`src/rtl/pong_pkg.sv`:
```
// pong_pkg: shared states, geometry constants and coordinate type for the paddle/ball game.
package pong_pkg;
  typedef logic [10:0] coord_t;
  typedef enum logic [2:0] {
    IDLE  = 3'd0,
    SERVE = 3'd1,
    PLAY  = 3'd2,
    MISS  = 3'd3,
    OVER  = 3'd4
  } state_t;
  localparam int SCREEN_W = 800;
  localparam int SCREEN_H = 600;
  localparam coord_t WALL_L = 11'd20;
  localparam coord_t WALL_R = 11'd770;
  localparam coord_t WALL_T = 11'd20;
  localparam coord_t FLOOR_Y = 11'd580;
  localparam coord_t PADDLE_Y = 11'd560;
  localparam coord_t PADDLE_W = 11'd150;
  localparam coord_t BALL = 11'd20;
  localparam coord_t STEP = 11'd4;
  localparam coord_t STEP_MAX = 11'd8;
  localparam coord_t CENTRE_X = 11'd390;
  localparam coord_t CENTRE_Y = 11'd290;
  localparam logic [5:0] SERVE_LAST = 6'd59;
  localparam logic [1:0] LIVES_INIT = 2'd3;
endpackage

```
`src/rtl/ball_collide.sv`:
```
// ball_collide: combinational next-position, reflection and paddle/floor detection for one frame.
module ball_collide
  import pong_pkg::*;
(
  input  logic [10:0] x,
  input  logic [10:0] y,
  input  logic        dx,
  input  logic        dy,
  input  logic [10:0] step,
  input  logic [10:0] paddle_x,
  output logic [10:0] nx,
  output logic [10:0] ny,
  output logic        ndx,
  output logic        ndy,
  output logic        paddle_hit,
  output logic        floor_miss
);
  logic [11:0] pad_r;
  logic overlap, x_lo, x_hi, y_lo;
  always_comb begin
    pad_r = {1'b0, paddle_x} + {1'b0, PADDLE_W};
    overlap = (x + BALL > paddle_x) && ({1'b0, x} < pad_r);
    // dx/dy high means right/down; all tests use additions so nothing underflows
    x_lo = !dx && (x < WALL_L + step);
    x_hi = dx && (x + BALL + step > WALL_R);
    y_lo = !dy && (y < WALL_T + step);
    paddle_hit = dy && (y + BALL + step >= PADDLE_Y) && (y + BALL <= PADDLE_Y) && overlap;
    floor_miss = dy && !paddle_hit && (y + BALL + step > FLOOR_Y);
    nx = floor_miss ? x : x_lo ? WALL_L : x_hi ? WALL_R - BALL : dx ? x + step : x - step;
    ndx = floor_miss ? dx : x_lo ? 1'b1 : x_hi ? 1'b0 : dx;
    ny = floor_miss ? y : y_lo ? WALL_T : paddle_hit ? PADDLE_Y - BALL : dy ? y + step : y - step;
    ndy = floor_miss ? dy : y_lo ? 1'b1 : paddle_hit ? 1'b0 : dy;
  end
endmodule

```
`src/rtl/ball_game_ctrl.sv`:
```
// ball_game_ctrl: game FSM owning ball position, direction, lives and score.
// Define SPEEDUP_EN to raise the ball step after every 8th paddle hit in a serve.
module ball_game_ctrl
  import pong_pkg::*;
(
  input  logic        clk,
  input  logic        reset,
  input  logic        frame_tick,
  input  logic        start,
  input  logic [10:0] paddle_x,
  output logic [10:0] ball_x,
  output logic [10:0] ball_y,
  output logic [1:0]  lives,
  output logic [7:0]  score,
  output logic [2:0]  state,
  output logic        hit
);
  state_t state_q, state_d;
  logic [10:0] bx_q, bx_d, by_q, by_d, nx, ny, step;
  logic dx_q, dx_d, dy_q, dy_d, ndx, ndy, p_hit, f_miss, hit_q, hit_d, go_serve;
  logic [1:0] lives_q, lives_d;
  logic [7:0] score_q, score_d;
  logic [5:0] cnt_q, cnt_d;
`ifdef SPEEDUP_EN
  logic [10:0] step_q, step_d;
  logic [2:0] hits_q, hits_d;
  assign step = step_q;
`else
  assign step = STEP;
`endif
  ball_collide u_collide (
    .x(bx_q), .y(by_q), .dx(dx_q), .dy(dy_q), .step(step), .paddle_x(paddle_x),
    .nx(nx), .ny(ny), .ndx(ndx), .ndy(ndy), .paddle_hit(p_hit), .floor_miss(f_miss)
  );
  always_comb begin
    state_d = state_q;
    bx_d = bx_q;
    by_d = by_q;
    dx_d = dx_q;
    dy_d = dy_q;
    lives_d = lives_q;
    score_d = score_q;
    cnt_d = cnt_q;
    hit_d = 1'b0;
    go_serve = 1'b0;
`ifdef SPEEDUP_EN
    step_d = step_q;
    hits_d = hits_q;
`endif
    case (state_q)
      IDLE, OVER: begin
        go_serve = start;
        lives_d = start ? LIVES_INIT : lives_q;
        score_d = start ? 8'd0 : score_q;
      end
      SERVE: if (frame_tick) begin
        state_d = (cnt_q == SERVE_LAST) ? PLAY : SERVE;
        cnt_d = (cnt_q == SERVE_LAST) ? 6'd0 : cnt_q + 6'd1;
      end
      PLAY: if (frame_tick) begin
        bx_d = nx;
        by_d = ny;
        dx_d = ndx;
        dy_d = ndy;
        state_d = f_miss ? MISS : PLAY;
        lives_d = f_miss ? lives_q - 2'(lives_q != 2'd0) : lives_q;
        hit_d = p_hit;
        score_d = p_hit ? score_q + 8'(score_q != 8'hff) : score_q;
`ifdef SPEEDUP_EN
        hits_d = p_hit ? hits_q + 3'd1 : hits_q;
        step_d = (p_hit && hits_q == 3'd7 && step_q < STEP_MAX) ? step_q + 11'd1 : step_q;
`endif
      end
      MISS: begin
        state_d = (lives_q == 2'd0) ? OVER : MISS;
        go_serve = (lives_q != 2'd0);
      end
      default: state_d = IDLE;
    endcase
    if (go_serve) begin
      state_d = SERVE;
      cnt_d = 6'd0;
      bx_d = CENTRE_X;
      by_d = CENTRE_Y;
      dx_d = 1'b1;
      dy_d = 1'b1;
`ifdef SPEEDUP_EN
      step_d = STEP;
      hits_d = 3'd0;
`endif
    end
  end
  always_ff @(posedge clk) begin
    if (reset) begin
      state_q <= IDLE;
      bx_q <= CENTRE_X;
      by_q <= CENTRE_Y;
      dx_q <= 1'b1;
      dy_q <= 1'b1;
      lives_q <= LIVES_INIT;
      score_q <= 8'd0;
      cnt_q <= 6'd0;
      hit_q <= 1'b0;
`ifdef SPEEDUP_EN
      step_q <= STEP;
      hits_q <= 3'd0;
`endif
    end else begin
      state_q <= state_d;
      bx_q <= bx_d;
      by_q <= by_d;
      dx_q <= dx_d;
      dy_q <= dy_d;
      lives_q <= lives_d;
      score_q <= score_d;
      cnt_q <= cnt_d;
      hit_q <= hit_d;
`ifdef SPEEDUP_EN
      step_q <= step_d;
      hits_q <= hits_d;
`endif
    end
  end
  assign ball_x = bx_q;
  assign ball_y = by_q;
  assign lives = lives_q;
  assign score = score_q;
  assign state = state_q;
  assign hit = hit_q;
endmodule
```
`config.mk`:
```
export PLATFORM = sky130hd
export DESIGN_NAME = ball_game_ctrl
export DESIGN_NICKNAME = d
export VERILOG_FILES = /design/src/rtl/pong_pkg.sv /design/src/rtl/ball_collide.sv /design/src/rtl/ball_game_ctrl.sv
export SDC_FILE = /design/constraint.sdc
export NUM_CORES = 1
export LEC_CHECK = 0
export BUFFER_PORTS_ARGS = -buffer_cell sky130_fd_sc_hd__clkbuf_2
export CAP_MARGIN = 10
export CORE_MARGIN = 3
export CORE_UTILIZATION = 64
export DETAILED_ROUTE_END_ITERATION = 10
export PLACE_DENSITY = 0.88
export SYNTH_ARGS = -nofsm -noshare
export SYNTH_HDL_FRONTEND = slang
export SYNTH_SLANG_ARGS = --single-unit
```
`constraint.sdc`:
```
create_clock -name clk -period 7.64 [get_ports clk]
set_input_delay 0.764 -clock clk [delete_from_list [all_inputs] [get_ports clk]]
set_output_delay 0.764 -clock clk [all_outputs]
set_load 0.02 [all_outputs]
```
# Word level (Yosys, flattened, before mapping)
# Cells that the tools add are included.
dict set report totals {
  regBits 44
  output_inout_bits 36
  elab_cells 104
}
dict set report classes {
  addsub 12
  magnitude_cmp 8
  n_eq_ne 14
  n_mux 27
  n_bitwise 4
  reduce_logical 29
}
# operator n
set ops {}
lappend ops {{11-bit two-way mux} 6}
lappend ops {{11-bit by 3-bit adder with 11-bit output (second input constant)} 4}
lappend ops {{8-bit two-way mux} 3}
lappend ops {{11-bit by 5-bit adder with 11-bit output (second input constant)} 2}
lappend ops {{11-bit by 10-bit greater-than comparator with 1-bit output (second input constant)} 2}
lappend ops {{11-bit by 5-bit less-than comparator with 1-bit output (second input constant)} 2}
lappend ops {{11-bit by 3-bit subtractor with 11-bit output (second input constant)} 2}
lappend ops {{8-bit one-hot mux with 2 select lines} 1}
lappend ops {{4-bit AND reduction} 4}
lappend ops {{11-bit by 8-bit adder with 12-bit output (second input constant)} 1}
lappend ops {{11-bit by 12-bit less-than comparator with 1-bit output} 1}
lappend ops {{2-bit inequality test (second input constant)} 6}
lappend ops {{3-bit one-hot mux with 4 select lines} 1}
lappend ops {{11-bit by 10-bit >= comparator with 1-bit output (second input constant)} 1}
lappend ops {{11-bit greater-than comparator} 1}
lappend ops {{11-bit by 10-bit less-or-equal comparator with 1-bit output (second input constant)} 1}
lappend ops {{1-bit logical AND} 9}
lappend ops {{3-bit two-way mux} 3}
lappend ops {{3-bit AND reduction} 3}
lappend ops {{8-bit by 1-bit adder with 8-bit output} 1}
lappend ops {{2-bit two-way mux} 4}
lappend ops {{8-bit inequality test (second input constant)} 1}
lappend ops {{2-bit nonzero test} 4}
lappend ops {{6-bit by 1-bit adder with 6-bit output (second input constant)} 1}
lappend ops {{other kinds (17)} 30}

# Logic depth before layout (Yosys ltp)
# Gate-level depths: netlist of run 1.
dict set report depth {
  ltp_word 13
  depth_mapped 17
}

# By module
# Synthesis of run 1 repeated with hierarchy kept, for this count alone.
dict set report unflattened {
  cells_unflattened 767
  area_unflattened_um2 5960.7
}
# module n_inst cells_each area_each_um2 seq_area_each_um2
set by_module_without_submodules {}
lappend by_module_without_submodules {ball_collide 1 541 4041.4 0.0}
lappend by_module_without_submodules {ball_game_ctrl 1 226 1919.3 880.8}

# Worst setup path after synthesis of run 1
# OpenSTA, ideal clock, no wires.
dict set report synth_timing {
  path_kind {input to register}
  from {input paddle_x[1]}
  to {register score_q[5] (netlist: score[5])}
  setup_time_ps 71
  t_arrival_ps 3546
  required_ps 7569
  slack_ps 4024
  cell_stages 15
  path_buffers 0
  path_cell_list {inv_1 ha_1 o21ai_0 nand3_1 xnor2_1 ha_1 o21a_1 o21a_1 o21a_1 o221ai_1 and4_1 a32o_2 nand4_1 or3_1 a21oi_1}
}
dict set report synth_between {
  elab_chain_cells 6
  word_cells_on_any_way 7
  classes_between {add/sub (1); order compare (2); eq/ne (1); reduce/logical (3)}
}
# element line
set synth_lines {}
lappend synth_lines {{from (decl)} ball_game_ctrl.sv:10} ;# input logic [10:0] paddle_x,
lappend synth_lines {{11-bit by 8-bit adder with 12-bit output} ball_collide.sv:21} ;# pad_r = {1'b0, paddle_x} + {1'b0, PADDLE_W};
lappend synth_lines {{11-bit by 12-bit less-than comparator with 1-bit output} ball_collide.sv:22} ;# overlap = (x + BALL > paddle_x) && ({1'b0, x} < pad_r);
lappend synth_lines {{1-bit logical AND *} ball_collide.sv:22}
lappend synth_lines {{1-bit logical AND *} ball_collide.sv:27} ;# paddle_hit = dy && (y + BALL + step >= PADDLE_Y) && (y + BALL <= PADDLE_Y) && overlap;
lappend synth_lines {{2-bit inequality test (no source line) *} -}
lappend synth_lines {{4-bit AND reduction (no source line) *} -}
lappend synth_lines {{to (signal assigned)} ball_game_ctrl.sv:115} ;# score_q <= score_d;
lappend synth_lines {{to (decl)} ball_game_ctrl.sv:22} ;# logic [7:0] score_q, score_d;
# Every way passes the cells marked *; elsewhere a longest branch is shown, timed or not.
# A chain may end at the register's enable or synchronous reset.

# Worst setup path after layout of run 1
dict set report layout_timing {
  from {register bx_q[2] (netlist: ball_x[2])}
  to {register dx_q}
}
dict set report layout_between {
  elab_chain_cells 9
  word_cells_on_any_way 17
  classes_between {add/sub (2); order compare (4); mux (1); bitwise (1); reduce/logical (9)}
}
# element line
set layout_lines {}
lappend layout_lines {{from (decl)} ball_game_ctrl.sv:19} ;# logic [10:0] bx_q, bx_d, by_q, by_d, nx, ny, step;
lappend layout_lines {{from (signal assigned)} ball_game_ctrl.sv:96} ;# bx_q <= CENTRE_X;
lappend layout_lines {{from (signal assigned)} ball_game_ctrl.sv:110} ;# bx_q <= bx_d;
lappend layout_lines {{parallel branches: the longest is 9 deep, another holds 11-bit by 5-bit adder with 11-bit output} -}
lappend layout_lines {{to (signal assigned)} ball_game_ctrl.sv:98} ;# dx_q <= 1'b1;
lappend layout_lines {{to (signal assigned)} ball_game_ctrl.sv:112} ;# dx_q <= dx_d;
lappend layout_lines {{to (decl)} ball_game_ctrl.sv:20} ;# logic dx_q, dx_d, dy_q, dy_d, ndx, ndy, p_hit, f_miss, hit_q, hit_d, go_serve;
# Parallel ways; which one is timed is not known.

==> results of run 1 <==
[final cells by class]
type | count | area, µm² | area share (%)
clock buffers | 5 | 68.8 | 1.56
clock inverters | 3 | 40.0 | 0.909
inverters | 25 | 93.8 | 2.13
multi-input cells | 427 | 3020 | 68.6
flip-flops and latches | 42 | 841 | 19.1
well taps | 75 | 93.8 | 2.13
repair buffers | 49 | 248 | 5.62
[sequential cells by signal, summed over array words and instances (netlist names)]
register and count:
ball_x 10, lives 2, dx_q 1, ball_y 10, dy_q 1, hit 1
state 3, score 8, cnt_q 6
[layer usage]
metal / GRT usage (%) / wire [µm] / up-vias
met2: 45.7 / 4920 / 155
met5: 0 / 0 / -
met4: 10.4 / 223 / 0
li1: - / - / 1947
met3: 2.98 / 568 / 25
met1: 36.0 / 4280 / 1915
[layout by cell type, fill, tap and decap left out, types with 4 or more instances in the layout]
cell / synthesis / routed
a211oi_1: 5 / 5
a21o_1: 11 / 11
a21oi_1: 29 / 29
a31oi_1: 4 / 4
and3_1: 7 / 7
and3b_1: 4 / 4
clkbuf_2: 0 / 48
clkbuf_8: 0 / 5
dfxtp_1: 42 / 42
ha_1: 45 / 45
inv_1: 25 / 25
nand2_1: 46 / 46
nand2b_1: 6 / 6
nand3_1: 17 / 17
nand4_1: 9 / 9
nor2_1: 40 / 40
nor2b_1: 7 / 7
nor3_1: 18 / 18
o2111ai_1: 4 / 4
o211ai_1: 8 / 8
o21a_1: 7 / 7
o21ai_0: 30 / 30
or3_1: 6 / 6
xnor2_1: 29 / 29
xor2_1: 15 / 15
[power by group through the flow]
stage          Combinational [mW]  Clock (mW)  Sequential [mW]
6_report                   0.0540       0.175            0.222
5_1_grt                    0.0609       0.186            0.223
4_1_cts                    0.0535       0.179            0.222
3_5_place_dp               0.0530           0            0.227
3_3_place_gp               0.0507           0            0.227
2_1_floorplan              0.0368           0            0.228
[final timing paths]
check | slack, ns | cells after the start | endpoint | from
max reg2reg | 3.15 | 13 | dx_q | ball_x[2]
min reg2reg | 0.49 | 2 | cnt_q[1] | cnt_q[1]
max | 3.15 | 13 | dx_q | ball_x[2]
min | 0.49 | 2 | cnt_q[1] | cnt_q[1]
[tightest hold or removal path: stages (launching register included)]
cell and delay (ns):
dfxtp_1 0.33, nand2_1 0.06, a21oi_1 0.05
[kinds of logic (layout without fill, tap and decap cells)]
logic type	Yosys count	in the layout	synth area share (%)
simple gates	185	185	23.4
compound gates	144	144	24.2
fa+ha+maj	47	47	14.7
xor+xnor	46	46	10.5
buf+inv	46	82	5.89
flops	42	42	20.5
mux	3	3	0.763
other cells	1	2	0.0915
==> metrics.txt, run 1 <==
Worst-Margin Slew=0.962 ns; most common library cells after synthesis=46 x nand2_1, 45 x ha_1, 42 x dfxtp_1; dpl hpwl=7.47 mm; Warnings, synthesis=0; family with the most delay on the worst path=simple AND/OR/NAND/NOR gates; routability cong.=0.901; CTS H-tree lvls=2; Area Overhead vs Synth=7.48%; CTS Buf Count=5; switching share of power=around a quarter; Non-Filler Instances=about 630; fin. max-slew vios=0; count leader, synth=nand2_1; worst skew pair latency=roughly 0.3 ns; drt total wl=10.0 mm; Clock transition at path regs=0.08 ns; drt wl/cell=16.0 µm; Layout Utilization=72.7%; Setup CP Type=flop to flop; CTS tree=yes; max_cap viols=0; DRC Markers=0; clock root buffer=clkbuf_8; total placed cells including tap cells=618; Tmin final=between 4 and 5 ns; CORE AREA=6060 µm²; Pwr Total=0.451 mW; Setup WS post-layout=3.15 ns; Cell Area, Synth=4100 µm²; Pleak=1.97 nW; worst-path cell chain=ha_1 > o21ai_0 > nor3_1 > xor2_1 > ha_1 > o21a_1 > o21ai_0 > a2111oi_0 > and4_1 > a2bb2oi_1 > nor2_1 > nand2_1 > a211o_1; HP Class=flop to flop; Design Area, Final=4410 µm²; Final ANT Viol Nets=0; Post-DP Area=4300 µm²; Power Dens Cells=just over 100 nW/µm²; deepest clock path buffer count=2; Filler Cell Count=484; cts-stage hold buffer count=0; gr ovfl total=0; vias in the first global route=3766; CP peak stage delay=about 0.75 ns; P_int=between 0.3 and 0.4 mW; unrepaired setup endpoints after global routing=no; drt pass-1 iters=4; Clock Power Share=38.8%; routed vias=4042; TNS Setup=0 ns; Yosys top cell area share=20.5%; Post-Place Setup Slack=between 3 and 4 ns; CP Max Fanout=16; Post-synth EDFFs=0; antenna diode count=0; Comb power frac=roughly an eighth; required time of the critical path=7.84 ns; total track usage=a little over a quarter; first-pass GRT wire length=16.8 mm; DIE AREA=~7400 µm²; crit share post-route=58.7%; Net Switching=between 0.1 and 0.15 mW; Die X=86.0 µm; setup bufs post-CTS=0; Setup Viol. Count Final=0; Initial Util=67.6%; slowest CP cell=nor2_1; distinct cell type count after synthesis=78; Buf/Inv on CP=0; Final nets=612; top cells by area in the synthesized netlist=dfxtp_1 21%, ha_1 14%, xnor2_1 6.2%; Yosys top cell by area=dfxtp_1; Async SR Flop Fraction=0%; status=finished clean; startpoint types=flop; clk_skew=0.00714 ns; IO Pins=51; Post-CTS Resized=0; # port buffers=48; Rows=28; sequential share of power=49.3%; VDD IR max=0.138 mV; CTS sink count=42; initial antenna violation count=0; Synth Flop Type=dfxtp_1; pin count of the biggest net entering global routing=20; highest clock rate=223 MHz; vias per cell=6.46; Final Hold Viols=0; Critical Path AT=between 4 and 5 ns; Die Y=roughly 86 µm; Mapped Avg Cell Area=7.97 µm²; Critical Path Sink Type=flop; Rel. slew slack=35.6%; Seq/Total Area, Yosys=20.5%; Synth Register Bits=42; cell count after synthesis=approximately 510; Worst Hold Slack=0.489 ns; share of cells above drive strength 1=14.2%; Iter 0 DRT Violations=269
Power figures use the tool's default switching activity.
==> run 2: changes to the inputs <==
CORE_UTILIZATION = 54   (was 64)
PLACE_DENSITY = 0.79   (was 0.88)
clock period = 3.91 ns   (was 7.64 ns; I/O delays follow)
==> run 2 against run 1 <==
  * Clock power increased by 52%
  * Cell area is 2.3% higher
  * Flip-flop and latch count unchanged
  * Global-route usage shrank 2.3 points
  * Worst hold slack worse by 0.12 ns
  * Sequential share of layout area fell by 0.43 points
  * Sequential power is 95% higher
  * Critical path type is now primary input to flop
  * Largest cell class unchanged
==> metrics.txt, run 2 (synthesis gave the netlist of run 1 again) <==
CTS Buf Count=5 (unchanged); Die Y=93.1 µm (was 86.0 µm); Tmin final=3.59 ns; CTS tree=yes (unchanged); Buf/Inv on CP=3 (was 0); required time of the critical path=4.11 ns (was 7.84 ns); setup bufs post-CTS=0 (unchanged); Die X=93.1 µm (was 86.0 µm); share of cells above drive strength 1=16.4% (was 14.2%); drt pass-1 iters=5 (was 4); Final nets=624 (was 612); CTS H-tree lvls=2 (unchanged); Clock transition at path regs=0.08 ns (about the same); critical path startpoint=paddle_x[1] (was ball_x[2]); vias in the first global route=3891 (was 3766); cell mode on critical path=nor2_1; Rows=31 (was 28); CP Max Fanout=6 (was 16); Final ANT Viol Nets=0 (unchanged); WP depth=17 (was 13); sequential share of power=53.9% (was 49.3%); DRC Markers=0 (unchanged); antenna diode count=0 (unchanged); vias per cell=6.21 (was 6.46); FF+latch area=841 µm² (unchanged); area of the multi-input gates=3030 µm² (was 3020 µm²); flop2flop setup slack=0.33 ns (was 3.15 ns); Filler Cell Count=691 (was 484); Setup CP Type=primary input to flop (was flop to flop); TNS Setup=0 ns (unchanged); pin count of the biggest net entering global routing=20 (unchanged); crit share post-route=91.7%; commonest cells after routing, fill and taps aside=48 x clkbuf_2, 46 x nand2_1, 44 x ha_1 (was 48 x clkbuf_2, 46 x nand2_1, 45 x ha_1); Clock Power Share=33.0% (was 38.8%); initial antenna violation count=0 (unchanged); dpl hpwl=8.22 mm (was 7.47 mm); P_int=0.592 mW (was 0.338 mW); Critical Path AT=3.78 ns (was 4.68 ns); Post-DP Area=4420 µm² (was 4300 µm²); unrepaired setup endpoints after global routing=no (unchanged); Post-CTS Resized=0 (unchanged); # port buffers=48 (unchanged); Setup Viol. Count Final=0 (unchanged); CTS sink count=42 (unchanged); Critical Path Sink Type=flop (unchanged); routability cong.=0.932 (was 0.901); most common cell after layout, fill and taps aside=clkbuf_2 (unchanged); Final Hold Viols=0 (unchanged); reg2reg path depth=15 (was 13); clk_skew=0.00716 ns (was 0.00714 ns); worst-path cell chain=clkbuf_2 > inv_1 > ha_1 > o21ai_0 > a31oi_1 > nor2_1 > xnor2_1 > ha_1 > a2111oi_0 > o211ai_1 > o221ai_1 > and4_1 > a2bb2oi_1 > nor2_1 > buf_4 > nor2_1 > a311oi_1 (was ha_1 > o21ai_0 > nor3_1 > xor2_1 > ha_1 > o21a_1 > o21ai_0 > a2111oi_0 > and4_1 > a2bb2oi_1 > nor2_1 > nand2_1 > a211o_1); status=finished clean (unchanged); drt total wl=10.6 mm (was 10.0 mm); family with the most delay on the worst path=compound AO/OA/AOI/OAI gates (was simple AND/OR/NAND/NOR gates); cts-stage hold buffer count=0 (unchanged); Worst-Margin Slew=0.701 ns (was 0.962 ns); CORE AREA=7290 µm² (was 6060 µm²); routed vias=4108 (was 4042); drt wl/cell=16.1 µm (was 16.0 µm); Worst Setup EP=ball_y[4] (was dx_q); Pleak=2.02 nW (was 1.97 nW); max_cap viols=0 (unchanged); IO Pins=51 (unchanged); startpoint types=primary input (was flop); switching share of power=26.5% (was 25.2%); HP Class=primary input to flop (was flop to flop); gr ovfl total=0 (unchanged); Rel. slew slack=53.1% (was 35.6%); Power Dens Cells=179 nW/µm² (was 102 nW/µm²); slowest CP cell=a2111oi_0 (was nor2_1); first-pass GRT wire length=18.0 mm (was 16.8 mm); total track usage=25.0% (was 27.3%); Reg-to-Reg End=ball_y[4] (was dx_q); Iter 0 DRT Violations=188 (was 269); RR Startpoint=ball_x[2] (unchanged); deepest clock path buffer count=2 (unchanged); Area Overhead vs Synth=9.95% (was 7.48%); highest clock rate=279 MHz; Comb power frac=13.0% (was 12.0%); DIE AREA=8670 µm² (was 7400 µm²); VDD IR max=0.162 mV (was 0.138 mV); CP peak stage delay=0.45 ns (was 0.75 ns); Design Area, Final=4510 µm² (was 4410 µm²); Net Switching=0.213 mW (was 0.114 mW); clock root buffer=clkbuf_8 (unchanged); Initial Util=56.2% (was 67.6%); worst skew pair latency=0.29 ns (was 0.30 ns); Hold Path Depth=2 (unchanged); fin. max-slew vios=0 (unchanged)
-- run 2: power groups by stage --
stage,logic [mW],registers (mW),clock network [mW]
detailed placement,0.104,0.444,0
floorplan,0.0719,0.446,0
global placement,0.0998,0.444,0
global route,0.119,0.435,0.290
CTS,0.105,0.434,0.273
finish,0.105,0.434,0.266
-- run 2: worst min-delay path by stage --
stage,startpoint,to
floorplan,cnt_q[1],cnt_q[1]
global placement,cnt_q[1],cnt_q[1]
detailed placement,cnt_q[5],cnt_q[5]
CTS,reset,hit
global route,reset,hit
finish,reset,hit
-- run 2: area by class of cell --
cell class	instances	area share, %
Multi-Input combinational cell	427	67.3
Sequential cell	42	18.7
Timing Repair Buffer	61	7.50
Tap cell	99	2.75
Inverter	25	2.08
Clock buffer	5	1.53
Clock inverter	2	0.222
-- run 2: per-layer routing --
metal	wire, µm	GRT usage [%]	part of all wire [%]
met2	5250	43.9	49
met1	4600	31.9	43
met5	0	0	0
met3	599	3.14	5.6
met4	186	7.94	1.7
-- run 2: per-stage QoR --
step	hold slack, ns	power (mW)	setup WS, ns	instances	util [%]
after floorplan	0.447	0.518	0.388	515	-
after global placement	0.462	0.544	0.359	654	60.6
after detailed placement	0.478	0.548	0.0473	654	60.6
after CTS	0.350	0.812	0.162	661	61.7
after global routing	0.367	0.844	0.0284	661	61.8
final	0.369	0.805	0.324	661	61.8
